--- src/rtl/alpha_sram_arb.sv ---
// Two-requester arbiter for a single-port alpha-metric SRAM with burst limiting.
// Optional stall statistics counter enabled by defining ALPHA_ARB_STATS_EN.
module alpha_sram_arb #(
   parameter int AW   = 8,
   parameter int DW   = 64,
   parameter int MAXB = 8
) (
   input  logic          clk,
   input  logic          rst,
   input  logic          fwd_req,
   input  logic          fwd_w_r,
   input  logic [AW-1:0] fwd_addr,
   input  logic [DW-1:0] fwd_wdata,
   output logic          fwd_gnt,
   output logic          fwd_rvalid,
   input  logic          bwd_req,
   input  logic          bwd_w_r,
   input  logic [AW-1:0] bwd_addr,
   input  logic [DW-1:0] bwd_wdata,
   output logic          bwd_gnt,
   output logic          bwd_rvalid,
   output logic [DW-1:0] rdata,
   output logic          sram_en,
   output logic          sram_w_r,
   output logic [AW-1:0] sram_addr,
   output logic [DW-1:0] sram_wdata,
   input  logic [DW-1:0] sram_rdata,
   output logic [15:0]   conflict_cnt
);

   localparam int             CW   = $clog2(MAXB + 1);
   localparam logic [CW-1:0]  BMAX = CW'(MAXB);

   typedef enum logic [1:0] {IDLE, GF, GB} state_t;

   state_t        state_q, state_d;
   logic          last_b_q, last_b_d;
   logic [CW-1:0] burst_q, burst_d, burst_inc;
   logic          rdy_q;
   logic          fwd_rv_q, bwd_rv_q;

   // rdy_q holds arbitration off for the first edge after reset release
   always_ff @(posedge clk or posedge rst) begin
      if (rst) begin
         state_q  <= IDLE;
         last_b_q <= 1'b1;
         burst_q  <= '0;
         rdy_q    <= 1'b0;
         fwd_rv_q <= 1'b0;
         bwd_rv_q <= 1'b0;
      end else begin
         state_q  <= state_d;
         last_b_q <= last_b_d;
         burst_q  <= burst_d;
         rdy_q    <= 1'b1;
         fwd_rv_q <= sram_en & ~sram_w_r & (state_q == GF);
         bwd_rv_q <= sram_en & ~sram_w_r & (state_q == GB);
      end
   end

   always_comb begin
      state_d   = state_q;
      burst_d   = burst_q;
      last_b_d  = last_b_q;
      burst_inc = (burst_q == BMAX) ? burst_q : burst_q + 1'b1;
      unique case (state_q)
         IDLE: begin
            burst_d = '0;
            if (rdy_q) begin
               if (fwd_req && (!bwd_req || last_b_q)) state_d = GF;
               else if (bwd_req)                      state_d = GB;
            end
         end
         GF: begin
            if (!fwd_req) state_d = bwd_req ? GB : IDLE;
            else begin
               burst_d = burst_inc;
               if (burst_inc == BMAX && bwd_req) state_d = GB;
            end
         end
         GB: begin
            if (!bwd_req) state_d = fwd_req ? GF : IDLE;
            else begin
               burst_d = burst_inc;
               if (burst_inc == BMAX && fwd_req) state_d = GF;
            end
         end
         default: state_d = IDLE;
      endcase
      if (state_d != state_q) burst_d = '0;
      if (state_d == GF)      last_b_d = 1'b0;
      else if (state_d == GB) last_b_d = 1'b1;
   end

   always_comb begin
      sram_en    = 1'b0;
      sram_w_r   = 1'b0;
      sram_addr  = '0;
      sram_wdata = '0;
      unique case (state_q)
         GF: begin
            sram_en    = fwd_req;
            sram_w_r   = fwd_w_r;
            sram_addr  = fwd_addr;
            sram_wdata = fwd_wdata;
         end
         GB: begin
            sram_en    = bwd_req;
            sram_w_r   = bwd_w_r;
            sram_addr  = bwd_addr;
            sram_wdata = bwd_wdata;
         end
         default: ;
      endcase
   end

   assign fwd_gnt    = (state_q == GF);
   assign bwd_gnt    = (state_q == GB);
   assign fwd_rvalid = fwd_rv_q;
   assign bwd_rvalid = bwd_rv_q;
   assign rdata      = sram_rdata;

`ifdef ALPHA_ARB_STATS_EN
   logic [15:0] cc_q;

   always_ff @(posedge clk or posedge rst) begin
      if (rst) cc_q <= '0;
      else if (((fwd_req & ~fwd_gnt) | (bwd_req & ~bwd_gnt)) && cc_q != 16'hFFFF)
         cc_q <= cc_q + 16'd1;
   end

   assign conflict_cnt = cc_q;
`else
   assign conflict_cnt = 16'd0;
`endif

endmodule

--- config.mk ---
export PLATFORM = sky130hd
export DESIGN_NAME = alpha_sram_arb
export DESIGN_NICKNAME = d
export VERILOG_FILES = /design/src/rtl/alpha_sram_arb.sv
export SDC_FILE = /design/constraint.sdc
export NUM_CORES = 1
export LEC_CHECK = 0
export CORE_AREA = 8 8 139 141
export DETAILED_ROUTE_END_ITERATION = 6
export DIE_AREA = 0 0 147 149
export GPL_TIMING_DRIVEN = 0
export HOLD_SLACK_MARGIN = 0.03
export PLACE_DENSITY = 0.61
export SLEW_MARGIN = 30
export SYNTH_ARGS = -nofsm -noshare
export SYNTH_HDL_FRONTEND = slang
export SYNTH_SLANG_ARGS = --single-unit
--- constraint.sdc ---
create_clock -name clk -period 3.1 [get_ports clk]
set_clock_uncertainty 0.15 [all_clocks]
set_input_delay 0.62 -clock clk [delete_from_list [all_inputs] [get_ports clk]]
set_output_delay 0.62 -clock clk [all_outputs]
set_load 0.05 [all_outputs]
==> results.md <==
Routing:
- The length of the first detailed-routing pass in iterations is 4.
- Dividing the detail-routed via count by the number of cells gives 4.03.
- The detail-routed net length per standard cell is roughly 19 um.
- The count of routing violations after the opening detailed-route iteration is between 80 and 90.
- For this block, the via count after detailed routing is roughly 3600.
- The number of routed nets with antenna violations is 0.
- The total length of routed wires is 17000 um.
- The final routed DRC violation total is 0.

Clock network:
- The total clock buffers created by CTS is 3.
- After clock tree synthesis, the clock-pin slew on the worst setup and hold paths is 40 ps.
- The count of H-tree levels built during CTS is 1.
- The number of clock sinks is 10.
- The latest clock arrival within the worst-skew pair is ~240 ps.
- The clock passes through at most 2 buffers.
- TritonCTS built the clock tree.
- The number of hold buffers added after cts is 0.
- The buffer cell driving the clock tree root is clkbuf_16.

Floorplanning:
- The initial utilization of the core area, before any placement, comes to 0.153.
- around 370 I/O pins were placed.
- Measured along the x axis, the die boundary spans between 100 and 150 um.
- After floorplanning, the core was divided into between 40 and 50 placement rows.
- The area of the core is ~17000 um2.
- The die outline height is between 100 and 150 um.
- The area of the die is about 22000 um2.

Worst setup path:
- The setup path with the least slack is of type in2out.
- The worst endpoint data arrival time is 2250 ps.
- The critical path endpoint category is an output pin.
- The required time reported for the critical path endpoint is around 2300 ps.
- Along the worst path, the maximum fanout reaches 10.
- Counting both buffers and inverters, the worst setup path holds a total of 4.
- Walking the worst path, the cells encountered are clkdlybuf4s50_1 -> buf_2 -> and2_1 -> o21ai_1 -> inv_1 -> clkdlybuf4s15_2.
- The library cell contributing the largest single delay on the critical path is clkdlybuf4s50_1.
- Counting buffers and inverters, the worst setup path is 6 cells deep.
- The longest individual stage delay on the worst path is slightly above 500 ps.
- The worst setup path is launched from an input port.
- The kind of cell adding the most delay to the critical path is buffers and inverters.
- The worst reg-to-reg path cell count is 9.
- The register-to-register path setup slack is about 340 ps.

Hold path:
- The worst hold path passes through 2 cells.
- The tightest min-delay check is of the reg2reg type.

STA:
- For the pin with the worst max-slew slack, the measured transition is about 540 ps.
- The post-route clock period utilization is 0.973.
- The hold violation total from the final report was 0.
- The number of pins with negative max-slew slack in the final report is 0.
- The worst slack on hold paths is ~370 ps.
- Setup violations remaining at the end of the flow were counted as 0.
- The final worst slack is 85.0 ps.
- Counting I/O delays and the setup requirement, the final critical path takes about 3000 ps.
- Timing would allow up to approximately 0.33 GHz.
- Setup repair after global routing could not meet its margin everywhere.
- The headroom to the max-slew limit is 0.640.

Placement:
- The congestion estimate from routability-driven global placement came to roughly 0.79.
- The minimum setup slack after placement is -1150 ps.
- Once detailed placement completed, the half-perimeter wirelength came to around 15000 um.
- The instance area at placement is between 6000 and 7000 um2.
- The count of input and output buffers is ~290.

Synthesis:
- The mapped cell area is 2610 um2.
- In this run, distinct cell masters in the synthesized netlist total 48.
- The sequential cell area fraction in the yosys report is 0.0963.
- Yosys mapped a number of flops with a built-in enable equal to 0.
- The most used flip-flop cell after synthesis is dfrtp_1.
- Dividing the synthesized area by the synthesized cell count gives 7.25 um2.
- The synthesized design contains 10 register bits.
- For this run, asynchronously set or reset flops after synthesis account for 1.00.
- Yosys printed 0 warnings.
- Synthesis produced 360 cells.

Power:
- The total power density per cell area is slightly above 800 nW/um2.
- For this design the total switching power over the nets is 0.00293 W.
- The net switching fraction of the power is 0.609.
- The internal cell power is about 0.0019 W.
- The share of total power dissipated in sequential elements is 0.048.
- The combinational fraction of design power is 0.899.
- VDD sags by at most a little under 0.5 mV.
- The leakage component of the power is 2.51 nW.
- The share of total power dissipated in the clock network is 0.053.

Outcome:
- The run finished with clean final reports.

Layout:
- From synthesis to final layout, the design area changed by 125%.
- After the last flow step, the layout net total stands at 892.
- The fill cell total of the finished layout is ~1800.
- The total non-filler cell area in the finished layout is ~6000 um2.
- In the final layout, the share of cells above drive strength 1 is 0.394.

Global route:
- In the global route stage, overall resource usage came out at 0.142.
- The initial antenna violation count is 0.
- The largest net degree at the start of global routing is 11.
- The global-route wire length before repair is 24300 um.
- The total grt overflow is 0.
- The via count of the first global-routing pass is approximately 3800.

Job:
- The reported max-cap violation count is 0.
[logic make-up (layout without fill, tap and decap cells)]
family,count (synthesis),count (layout),share of synthesized area
buffers and inverters,117,412,0.284
adders and majority gates,7,7,0.0335
other,2,18,0.00288
DFF,10,10,0.0963
xor gates and xnor gates,2,2,0.00671
AOI/OAI and AO/OA,105,105,0.298
and+or+nand+nor,115,115,0.271
muxes,2,2,0.00815
[sequential cells by signal, indices dropped and copies added (netlist names)]
name / flops
last_b_q: 1
fwd_rvalid: 1
bwd_rvalid: 1
rdy_q: 1
state_q: 2
burst_q: 4
[cells in the mapped netlist, types with 3 or more instances]
cell type  number  area, um2
a21oi_1         7       35.0
buf_4          80        601
nand3_1         4       20.0
nor4_1          3       18.8
nand2b_1        4       25.0
ha_1            7       87.6
dfrtp_1         9        225
a22oi_1        74        556
o21ai_0         5       25.0
nor2_1          4       15.0
inv_1           9       33.8
nand2_1        10       37.5
nor2b_1        74        463
clkbuf_1       26       97.6
[worst paths after layout]
path / from / endpoint
max in group asynchronous: rst / last_b_q$_DFFE_PP1P_
setup / recovery: fwd_req / sram_en
setup reg to reg: burst_q[0]$_DFFE_PP0P_ / last_b_q$_DFFE_PP1P_
hold / removal: last_b_q$_DFFE_PP1P_ / last_b_q$_DFFE_PP1P_
hold reg to reg: last_b_q$_DFFE_PP1P_ / last_b_q$_DFFE_PP1P_
min in group asynchronous: rst / rdy_q$_DFF_PP0_
[placed cells by master, fill, tap and decap left out, types with 3 or more instances in the layout]
cell type and instances:
buf_2 62, a22oi_1 74, nand3_1 4, ha_1 5
clkbuf_4 23, nor4_1 3, dfrtp_1 7, inv_1 9
nand2b_1 4, nor2b_1 5, clkbuf_2 10, nor2b_2 69
nand2_1 10, o21ai_0 5, a21oi_1 7, conb_1 17
clkdlybuf4s50_1 217, buf_4 82, clkbuf_16 3, nor2_1 4
[power by group through the flow]
stage	registers, W	logic [W]	clock network [W]
detailed placement	0.000228	0.00456	0
finish	0.000231	0.00433	0.000254
global placement	0.000230	0.00456	0
CTS	0.000230	0.00447	0.000257
floorplan	0.000214	0.00306	0
global route	0.000240	0.00461	0.000269
[per-stage QoR]
step / std cells / util / total power (W) / setup TNS, ps
floorplan: 375 / - / 0.00327 / -0.490
global placement: 891 / 0.354 / 0.00479 / -63290
detailed placement: 891 / 0.354 / 0.00479 / -63500
CTS: 895 / 0.355 / 0.00495 / 0
global route: 895 / 0.345 / 0.00512 / -56.1
finish: 896 / 0.345 / 0.00482 / 0
[cell type report]
| class | count | area, um2 | area share |
|---|---|---|---|
| diodes | 1 | 2.50 | 0.000426 |
| multi-input cells | 248 | 1860 | 0.316 |
| inverters | 9 | 33.8 | 0.00575 |
| repair buffers | 291 | 2580 | 0.439 |
| well taps | 225 | 282 | 0.0479 |
| clock buffers | 4 | 88.8 | 0.0151 |
| flip-flops and latches | 10 | 254 | 0.0432 |
| plain buffers | 108 | 782 | 0.133 |
[layer usage]
layer / GRT usage / up-vias / part of all wire / routed length (um)
met5: 0 / - / 0 / 0
met4: 0.00765 / 0 / 0.0014 / 23
met2: 0.269 / 164 / 0.55 / 9260
li1: - / 1809 / - / -
met3: 0.0513 / 4 / 0.090 / 1520
met1: 0.154 / 1636 / 0.36 / 6160
[worst min-delay path, cell delays in order, from the launching register on]
cell	delay (ps)
dfstp_2	380
nand2_1	50
o21ai_0	80
[timing repair]
| item | in CTS | in global routing |
|---|---|---|
| buffers inserted | 0 | 0 |
| pin swaps | 0 | 0 |
| gates cloned | 0 | 0 |
| setup endpoints to repair | 74 | 64 |
| gates resized for setup | 331 | 95 |
Note: power is estimated with default switching activity, not from simulation.
